[config.mk]
export PLATFORM = sky130hd
export DESIGN_NAME = sobel_gradient
export DESIGN_NICKNAME = d
export VERILOG_FILES = /design/src/rtl/sobel_gradient_pkg.sv /design/src/rtl/sobel_abs_diff.sv /design/src/rtl/sobel_gradient.sv
export SDC_FILE = /design/constraint.sdc
export NUM_CORES = 1
export LEC_CHECK = 0
export CAP_MARGIN = 40
export CORE_UTILIZATION = 50
export DETAILED_ROUTE_END_ITERATION = 10
export GPL_ROUTABILITY_DRIVEN = 0
export HOLD_SLACK_MARGIN = 0.08
export PLACE_DENSITY = 0.74
export RECOVER_POWER = 100
export SLEW_MARGIN = 20
export SYNTH_ARGS = -nofsm -noshare
export SYNTH_HDL_FRONTEND = slang
export SYNTH_SLANG_ARGS = --single-unit
[constraint.sdc]
create_clock -name clk -period 5 [get_ports clk]
set_input_delay 1 -clock clk [delete_from_list [all_inputs] [get_ports clk]]
set_output_delay 1 -clock clk [all_outputs]
set_load 0.1 [all_outputs]
[src/rtl/sobel_gradient_pkg.sv]
// rtl/sobel_gradient_pkg.sv - shared types, widths and frame constants for the Sobel gradient pipeline
package sobel_gradient_pkg;

  localparam int DEF_DATA_WIDTH = 8;
  localparam int DEF_IMG_WIDTH  = 8;
  localparam int DEF_IMG_HEIGHT = 8;

  localparam int GRAD_W     = DEF_DATA_WIDTH + 3;
  localparam int ABS_W      = DEF_DATA_WIDTH + 2;
  localparam int PIX_MAX    = (2 ** DEF_DATA_WIDTH) - 1;
  localparam int OUT_PIXELS = (DEF_IMG_WIDTH - 2) * (DEF_IMG_HEIGHT - 2);

  typedef logic [DEF_DATA_WIDTH-1:0] pixel_t;

  // A one-output frame still needs a 1-bit counter register.
  function automatic int cnt_width(input int n);
    return (n > 1) ? $clog2(n) : 1;
  endfunction

endpackage

[src/rtl/sobel_abs_diff.sv]
// rtl/sobel_abs_diff.sv - registered absolute difference of two unsigned Sobel partial sums
module sobel_abs_diff
  import sobel_gradient_pkg::*;
#(
  parameter int AW = ABS_W
) (
  input  logic          clk,
  input  logic          rst_n,
  input  logic          load,
  input  logic [AW-1:0] a,
  input  logic [AW-1:0] b,
  output logic [AW-1:0] abs_out
);

  logic [AW-1:0] abs_next;

  // Ordering the operands first keeps the result unsigned and full width.
  always_comb begin
    abs_next = '0;
    if (a >= b) abs_next = a - b;
    else        abs_next = b - a;
  end

  always_ff @(posedge clk or negedge rst_n) begin
    if (!rst_n)    abs_out <= '0;
    else if (load) abs_out <= abs_next;
  end

endmodule

[src/rtl/sobel_gradient.sv]
// rtl/sobel_gradient.sv - three-stage Sobel magnitude, edge threshold and frame output counting
module sobel_gradient
  import sobel_gradient_pkg::*;
#(
  parameter int DATA_WIDTH = DEF_DATA_WIDTH,
  parameter int IMG_WIDTH  = DEF_IMG_WIDTH,
  parameter int IMG_HEIGHT = DEF_IMG_HEIGHT
) (
  input  logic                  clk,
  input  logic                  rst_n,
  input  logic [DATA_WIDTH-1:0] row0_0,
  input  logic [DATA_WIDTH-1:0] row0_1,
  input  logic [DATA_WIDTH-1:0] row0_2,
  input  logic [DATA_WIDTH-1:0] row1_0,
  input  logic [DATA_WIDTH-1:0] row1_1,
  input  logic [DATA_WIDTH-1:0] row1_2,
  input  logic [DATA_WIDTH-1:0] row2_0,
  input  logic [DATA_WIDTH-1:0] row2_1,
  input  logic [DATA_WIDTH-1:0] row2_2,
  input  logic                  valid_in,
  input  logic [DATA_WIDTH-1:0] threshold,
  output logic [DATA_WIDTH-1:0] mag_out,
  output logic                  edge_out,
  output logic                  valid_out,
  output logic                  frame_done
);

  localparam int A_W   = DATA_WIDTH + 2;
  localparam int S_W   = DATA_WIDTH + 3;
  localparam int N_OUT = (IMG_WIDTH - 2) * (IMG_HEIGHT - 2);
  localparam int CNT_W = cnt_width(N_OUT);
  localparam logic [CNT_W-1:0] LAST_CNT = CNT_W'(N_OUT - 1);

  // row1_1 has zero weight in both kernels.
  function automatic logic [A_W-1:0] psum(input logic [DATA_WIDTH-1:0] p,
                                          input logic [DATA_WIDTH-1:0] q,
                                          input logic [DATA_WIDTH-1:0] r);
    return A_W'(p) + (A_W'(q) << 1) + A_W'(r);
  endfunction

  logic [A_W-1:0] s1_xp, s1_xn, s1_yp, s1_yn;
  logic           s1_valid;

  always_ff @(posedge clk or negedge rst_n) begin
    if (!rst_n) begin
      s1_xp    <= '0;
      s1_xn    <= '0;
      s1_yp    <= '0;
      s1_yn    <= '0;
      s1_valid <= 1'b0;
    end else begin
      s1_valid <= valid_in;
      if (valid_in) begin
        s1_xp <= psum(row0_2, row1_2, row2_2);
        s1_xn <= psum(row0_0, row1_0, row2_0);
        s1_yp <= psum(row2_0, row2_1, row2_2);
        s1_yn <= psum(row0_0, row0_1, row0_2);
      end
    end
  end

  logic [A_W-1:0] s2_abs_x, s2_abs_y;
  logic           s2_valid;

  sobel_abs_diff #(.AW(A_W)) u_abs_x (
    .clk     (clk),
    .rst_n   (rst_n),
    .load    (s1_valid),
    .a       (s1_xp),
    .b       (s1_xn),
    .abs_out (s2_abs_x)
  );

  sobel_abs_diff #(.AW(A_W)) u_abs_y (
    .clk     (clk),
    .rst_n   (rst_n),
    .load    (s1_valid),
    .a       (s1_yp),
    .b       (s1_yn),
    .abs_out (s2_abs_y)
  );

  always_ff @(posedge clk or negedge rst_n) begin
    if (!rst_n) s2_valid <= 1'b0;
    else        s2_valid <= s1_valid;
  end

  logic [S_W-1:0]        sum;
  logic [DATA_WIDTH-1:0] mag_next;
  logic                  edge_next;

  always_comb begin
    sum       = {1'b0, s2_abs_x} + {1'b0, s2_abs_y};
    mag_next  = sum[DATA_WIDTH-1:0];
    if (|sum[S_W-1:DATA_WIDTH]) mag_next = '1;
    edge_next = (mag_next >= threshold);
  end

  logic [CNT_W-1:0] out_cnt;

  // frame_done is registered alongside valid_out so the two always coincide.
  always_ff @(posedge clk or negedge rst_n) begin
    if (!rst_n) begin
      mag_out    <= '0;
      edge_out   <= 1'b0;
      valid_out  <= 1'b0;
      frame_done <= 1'b0;
      out_cnt    <= '0;
    end else begin
      valid_out  <= s2_valid;
      frame_done <= 1'b0;
      if (s2_valid) begin
        mag_out  <= mag_next;
        edge_out <= edge_next;
        if (out_cnt == LAST_CNT) begin
          out_cnt    <= '0;
          frame_done <= 1'b1;
        end else begin
          out_cnt <= out_cnt + 1'b1;
        end
      end
    end
  end

endmodule
==> out/results.ini, run 1 <==
[yosys]
yosysWarnings = 0
syn-num-nets = 954
syn_area_mm2 = 0.007013
ys_ff_latch = 79
yosys-top-cells-count = ha_1 (93), dfrtp_1 (79), inv_1 (79), o21ai_0 (64), nand2_1 (52)
synth_top_area_cell = dfrtp_1
synthTopCellsByArea = dfrtp_1 (28%), ha_1 (17%), fa_1 (11%), o21ai_0 (4.6%), inv_1 (4.2%)
async_reset_ff_frac = 1.000
ys_seq_area_frac = 0.2819
synth.avg_cell_area_um2 = 9.464
ys.flop_type = dfrtp_1
yosysTopAreaCellShare = 0.2819
synth-edff-count = 0
synth_cells = 741
synth_most_common_cell = ha_1
synth.distinct_cells = 60

[critical_path]
cp_slowest_cell = fa_1
slowest_delay_ns = 0.41
cp_top_family = compound AO/OA/AOI/OAI gates
cp.buffers_inverters = 1
path_cells = ha_1 > fa_1 > a21oi_1 > o21ai_0 > a21oi_1 > mux2i_1 > a2111oi_4 > buf_4 > nor2b_1 > ha_1 > nand2b_1 > a21o_1 > a21o_1 > a21o_1 > a211oi_1 > o211ai_1 > o211a_1
reg2reg_to = edge_out$_DFFE_PN0P_
critPathKind = reg2reg
r2r_cells = 17
end_kind = flop
cp_common_cell = a21o_1
cp-start-kind = flop
timing.rr.start = u_abs_x.abs_out[0]$_DFFE_PN0P_
cp_max_fo = 14
rrSetupSlack_ns = 0.69
critPathRequiredTime_ns = 5.22
critPathArrivalTime_ns = 4.53

[outcome]
violations = capacitance limit, slew limit
outcome = finished, violations left

[cts]
cts_tree = built
htreeDepth = 3
cts_buffers = 9
ctsResizeCount = 0
cts.sinks = 79
clock-root-buffer = clkbuf_16
hold_buffers = 0
insertion_delay_ns = 0.34
path_clk_slew_ns = 0.06
post_cts_buffers = 0
clk_path_buf_depth = 2

[floorplanning]
start_util = 0.5213
die_h_um = 120.4
dieArea_mm2 = 0.01450
ios = 94
die_w_um = 120.4
fp-row-count = 42
core_area_mm2 = 0.01345

[grt]
gr-total-overflow = 0
grt_pass1_vias = 5761
grt_max_degree = 59
antenna_found_initial = 0
grt_usage = 0.2431
grt_pass1_wl_um = 27460

[sta]
relSlewSlack = -0.4011
worst_pin_slew_ns = 2.084
hold_viol = 0
timing.fmax_mhz = 232.0
finalSetupViolations = 0
tns_ns = 0
finalMaxSlewViolations = 54
grt_setup_unrepaired = false
post-route-period-util = 0.8620
skew_ns = 0.007108
period_needed_ns = 4.310

[finish]
seq_area_mm2 = 0.001977
fin_area_mm2 = 0.008308
diodes = 0
layout.nets = 1040
n_fill_cell = 1140
area_delta_synth_final_pct = 18.47
drive_gt1_frac = 0.03971
multiInputGateArea_mm2 = 0.004593

[power]
switching_share = 0.4676
seq_power_share = 0.215
leakage_nw = 3.851
powerDensity_mw_per_mm2 = 584.8
p_switching_mw = 2.272
ir_drop_uv = 204.7
clkPwrFrac = 0.133
p_comb_frac = 0.652
power.internal_mw = 2.587

[route]
drc = 0
drt_wl_total_um = 16590
num_vias = 5595
drt-wirelength-per-cell_um = 16.48
viasPerCell = 5.556
ant_nets = 0
first_pass_iters = 5
first_iter_violations = 252

[min_path]
hold_depth = 2
min_to = u_abs_x.abs_out[0]$_DFFE_PN0P_
hp-class = reg2reg
min_from = u_abs_x.abs_out[0]$_DFFE_PN0P_

[placed_design]
dpl-instance-area_mm2 = 0.008194
portBuffers = 85
dp_hpwl_um = 13410

[run]
maxCapViolCount = 2

-- worst max path at each step --
stage	startpoint	endpoint	slack, ns	cells after the start
floorplan	u_abs_x.abs_out[0]$_DFFE_PN0P_	edge_out$_DFFE_PN0P_	1.39	16
global placement	u_abs_x.abs_out[0]$_DFFE_PN0P_	edge_out$_DFFE_PN0P_	1.0	17
detailed placement	u_abs_x.abs_out[0]$_DFFE_PN0P_	edge_out$_DFFE_PN0P_	0.80	17
CTS	u_abs_x.abs_out[0]$_DFFE_PN0P_	edge_out$_DFFE_PN0P_	0.77	17
global route	u_abs_x.abs_out[0]$_DFFE_PN0P_	edge_out$_DFFE_PN0P_	0.38	17
finish	u_abs_x.abs_out[0]$_DFFE_PN0P_	edge_out$_DFFE_PN0P_	0.69	17
-- worst register-to-register path, delay by kind of cell, from the launching register on --
family,cells,cell delay (ns)
adder cells (fa/ha/maj),3,0.92
flip-flops,1,0.38
buffers and inverters,1,0.23
multiplexers,1,0.18
AND/OR/NAND/NOR,2,0.39
AO/OA/AOI/OAI,10,2.09
-- cell usage in the layout, fill, tap and decap left out, types with 17 or more instances in the layout --
cell type / count
ha_1: 93
inv_1: 79
dfrtp_1: 79
clkdlybuf4s50_1: 77
o21ai_0: 65
nand2_1: 52
a21oi_1: 52
fa_1: 37
nor2_1: 35
xnor2_1: 31
mux2i_1: 26
a21o_1: 19
a31oi_1: 17
-- power groups by stage --
stage	registers, mW	logic (mW)	clock network, mW
4_1_cts	1.05	3.28	0.658
5_1_grt	1.08	3.50	0.683
6_report	1.04	3.17	0.647
3_5_place_dp	1.05	3.25	0
2_1_floorplan	1.23	2.26	0
3_3_place_gp	1.04	3.05	0
-- sequential cells by signal (all words and copies together), names as in the netlist --
name,count
edge_out,1
frame_done,1
mag_out,8
out_cnt,6
s1_valid,1
s1_xn,10
s1_xp,10
s1_yn,10
s1_yp,10
s2_valid,1
u_abs_x.abs_out,10
u_abs_y.abs_out,10
valid_out,1
-- stage by stage --
stage	hold slack, ns	instances	power [mW]	setup WS (ns)	util
finish	0.5021	1007	4.859	0.6898	0.6176
floorplan	0.4358	741	3.492	1.393	-
CTS	0.5024	1007	4.987	0.7724	0.6305
global placement	0.4708	979	4.091	0.9967	0.5933
global route	0.5331	1007	5.262	0.3838	0.6176
detailed placement	0.4865	992	4.307	0.7990	0.6091
-- final cells by class --
cell class,instances,area share
clock inverters,6,0.007530
well taps,176,0.02651
multi-input cells,556,0.5529
clock buffers,9,0.02711
flip-flops and latches,79,0.2380
repair buffers,102,0.1123
inverters,79,0.03569
-- layer usage --
layer  share of wire  track usage
met3           0.048      0.04245
met2            0.49       0.4264
met1            0.43       0.2865
met4           0.040       0.1196
met5               0            0
-- cell families after synthesis --
kind of cell	after synthesis	share of synthesized area
muxes	33	0.04888
adders and majority gates	130	0.2715
xor gates and xnor gates	45	0.05620
and+or+nand+nor	151	0.1046
AOI/OAI and AO/OA	197	0.1768
DFF	79	0.2819
buffers and inverters	106	0.06012
Note: power is estimated with default switching activity, not from simulation.
==> run 2: changes to the inputs <==
- DONT_BUFFER_PORTS: unset -> 1
- HOLD_SLACK_MARGIN: 0.08 -> 0.02
- PLACE_DENSITY: 0.74 -> unset
==> run 2 against run 1 <==
Against the previous run: the flow still finishes with violations (capacitance limit, slew limit); final cell count decreased by 8.8%; fmax shrank 2.1%; first-iteration DRC count increased by 20%; largest cell class unchanged; global-route usage is 2.0 points lower; clock skew grew 0.0020 ns; non-clock buffer count fell by 90; die area is the same; worst setup slack got worse by 0.092 ns; utilization down 6.5 points.
==> out/results.ini, run 2 (synthesized netlist as in run 1, its figures left out) <==
[grt]
grt_pass1_wl_um = 25030
grt_usage = 0.2227
gr-total-overflow = 0
grt_max_degree = 80
grt_pass1_vias = 5206
antenna_found_initial = 0

[cts]
clock-root-buffer = clkbuf_16
htreeDepth = 3
cts_tree = built
insertion_delay_ns = 0.34
post_cts_buffers = 0
cts.sinks = 79
cts_buffers = 9
hold_buffers = 0
clk_path_buf_depth = 2
path_clk_slew_ns = 0.06
ctsResizeCount = 0

[sta]
finalMaxSlewViolations = 19
tns_ns = 0
timing.fmax_mhz = 227.1
skew_ns = 0.009128
hold_viol = 0
worst_pin_slew_ns = 2.100
post-route-period-util = 0.8805
finalSetupViolations = 0
relSlewSlack = -0.4122
period_needed_ns = 4.403
grt_setup_unrepaired = false

[min_path]
hp-class = in2async

[floorplanning]
dieArea_mm2 = 0.01450
core_area_mm2 = 0.01345
start_util = 0.5213
ios = 94
die_w_um = 120.4
die_h_um = 120.4
fp-row-count = 42

[outcome]
violations = capacitance limit, slew limit
outcome = finished, violations left

[finish]
n_fill_cell = 1225
drive_gt1_frac = 0.03908
diodes = 0
final_common_cell = ha_1
multiInputGateArea_mm2 = 0.004572
layout.nets = 950
area_delta_synth_final_pct = 6.066
seq_area_mm2 = 0.001977
most-common-layout-cells = ha_1 (93), inv_1 (79), dfrtp_1 (79)
utilization = 0.5529

[route]
viasPerCell = 5.550
drc = 0
drt-wirelength-per-cell_um = 16.81
first_iter_violations = 302
first_pass_iters = 5
drt_wl_total_um = 15430
num_vias = 5095
ant_nets = 0

[critical_path]
end_kind = flop
critPathArrivalTime_ns = 4.62
critPathRequiredTime_ns = 5.22
cp-start-kind = flop
cp_max_fo = 14
slowest_delay_ns = 0.50
critPathKind = reg2reg
cp_common_cell = a21o_1
rrSetupSlack_ns = 0.60
path_cells = ha_1 > fa_1 > a21oi_1 > o21ai_1 > a21oi_1 > mux2i_1 > a2111oi_0 > buf_4 > nor2b_1 > ha_1 > nand2b_1 > a21o_1 > a21o_1 > a21o_1 > a211oi_1 > o211ai_1 > o211a_1
cp_slowest_cell = a2111oi_0

[power]
power.internal_mw = 2.545
switching_share = 0.4634
p_switching_mw = 2.198
powerDensity_mw_per_mm2 = 637.6
seq_power_share = 0.255
clkPwrFrac = 0.151
ir_drop_uv = 224.1
p_comb_frac = 0.594
leakage_nw = 3.511

[placed_design]
dp_hpwl_um = 12430
portBuffers = 0

[run]
maxCapViolCount = 1

-- run 2: cell count changes in the layout (fill, tap and decap cells not counted), sizes merged --
cell / change
buf: -2
bufinv: +1
clkbuf: -3
clkdlybuf4s50: -77
clkinv: -3
clkinvlp: +1
dlygate4sd3: -6
-- run 2: worst max-delay path, delay by kind of cell (launching register included) --
family	cells	cell delay, ns
AOI/OAI and AO/OA	10	2.19
adders and majority gates	3	0.92
DFF	1	0.40
and+or+nand+nor	2	0.36
buffers and inverters	1	0.28
muxes	1	0.14
-- run 2: power by group through the flow --
stage	sequential [mW]	clock (mW)	combinational (mW)
2_1_floorplan	1.23	0	2.26
3_3_place_gp	1.27	0	2.73
3_5_place_dp	1.28	0	2.81
4_1_cts	1.27	0.735	2.83
5_1_grt	1.25	0.759	3.16
6_report	1.21	0.714	2.82
-- run 2: path summary, 6_finish.rpt --
kind                                                start                     end  cells past startpoint
setup / recovery           u_abs_x.abs_out[0]$_DFFE_PN0P_    edge_out$_DFFE_PN0P_                     17
hold / removal                                      rst_n  mag_out[0]$_DFFE_PN0P_                      0
setup reg to reg           u_abs_x.abs_out[0]$_DFFE_PN0P_    edge_out$_DFFE_PN0P_                     17
hold reg to reg                      s1_xn[9]$_DFFE_PN0P_    s1_xn[9]$_DFFE_PN0P_                      2
max in group asynchronous                           rst_n    s1_xn[9]$_DFFE_PN0P_                      0
min in group clk                     s1_xn[9]$_DFFE_PN0P_    s1_xn[9]$_DFFE_PN0P_                      2
-- run 2: per-layer routing --
layer | part of all wire | up-vias | wire (um) | global-route usage
li1 | - | 2545 | - | -
met5 | 0 | - | 0 | 0
met4 | 0.014 | 0 | 223 | 0.05864
met2 | 0.48 | 154 | 7474 | 0.3886
met1 | 0.45 | 2382 | 6958 | 0.2817
met3 | 0.050 | 14 | 773 | 0.04245
-- run 2: stage by stage --
step                      hold WS (ns)  instances  area [um^2]  total power, mW  setup WS [ns]
after floorplan                 0.4358        741         7013            3.492          1.393
after global placement          0.4752        893         7131            4.003         0.9886
after detailed placement        0.4945        893         7131            4.085         0.8103
after CTS                       0.3397        909         7455            4.829         0.7869
after global routing            0.3323        918         7438            5.168         0.2928
final                           0.3531        918         7438            4.743         0.5974
-- run 2: final cells by class --
class | instances | share of cell area
Clock buffer | 11 | 0.03263
Inverter | 79 | 0.03987
Sequential cell | 79 | 0.2658
Clock inverter | 5 | 0.01093
Multi-Input combinational cell | 556 | 0.6146
Timing Repair Buffer | 12 | 0.006560
Tap cell | 176 | 0.02960
==> run 3: changes to the inputs <==
- SKIP_LAST_GASP: unset -> 1
==> results of run 3 <==
Same layout as run 2: the final DEF is identical, and so are final timing and power.
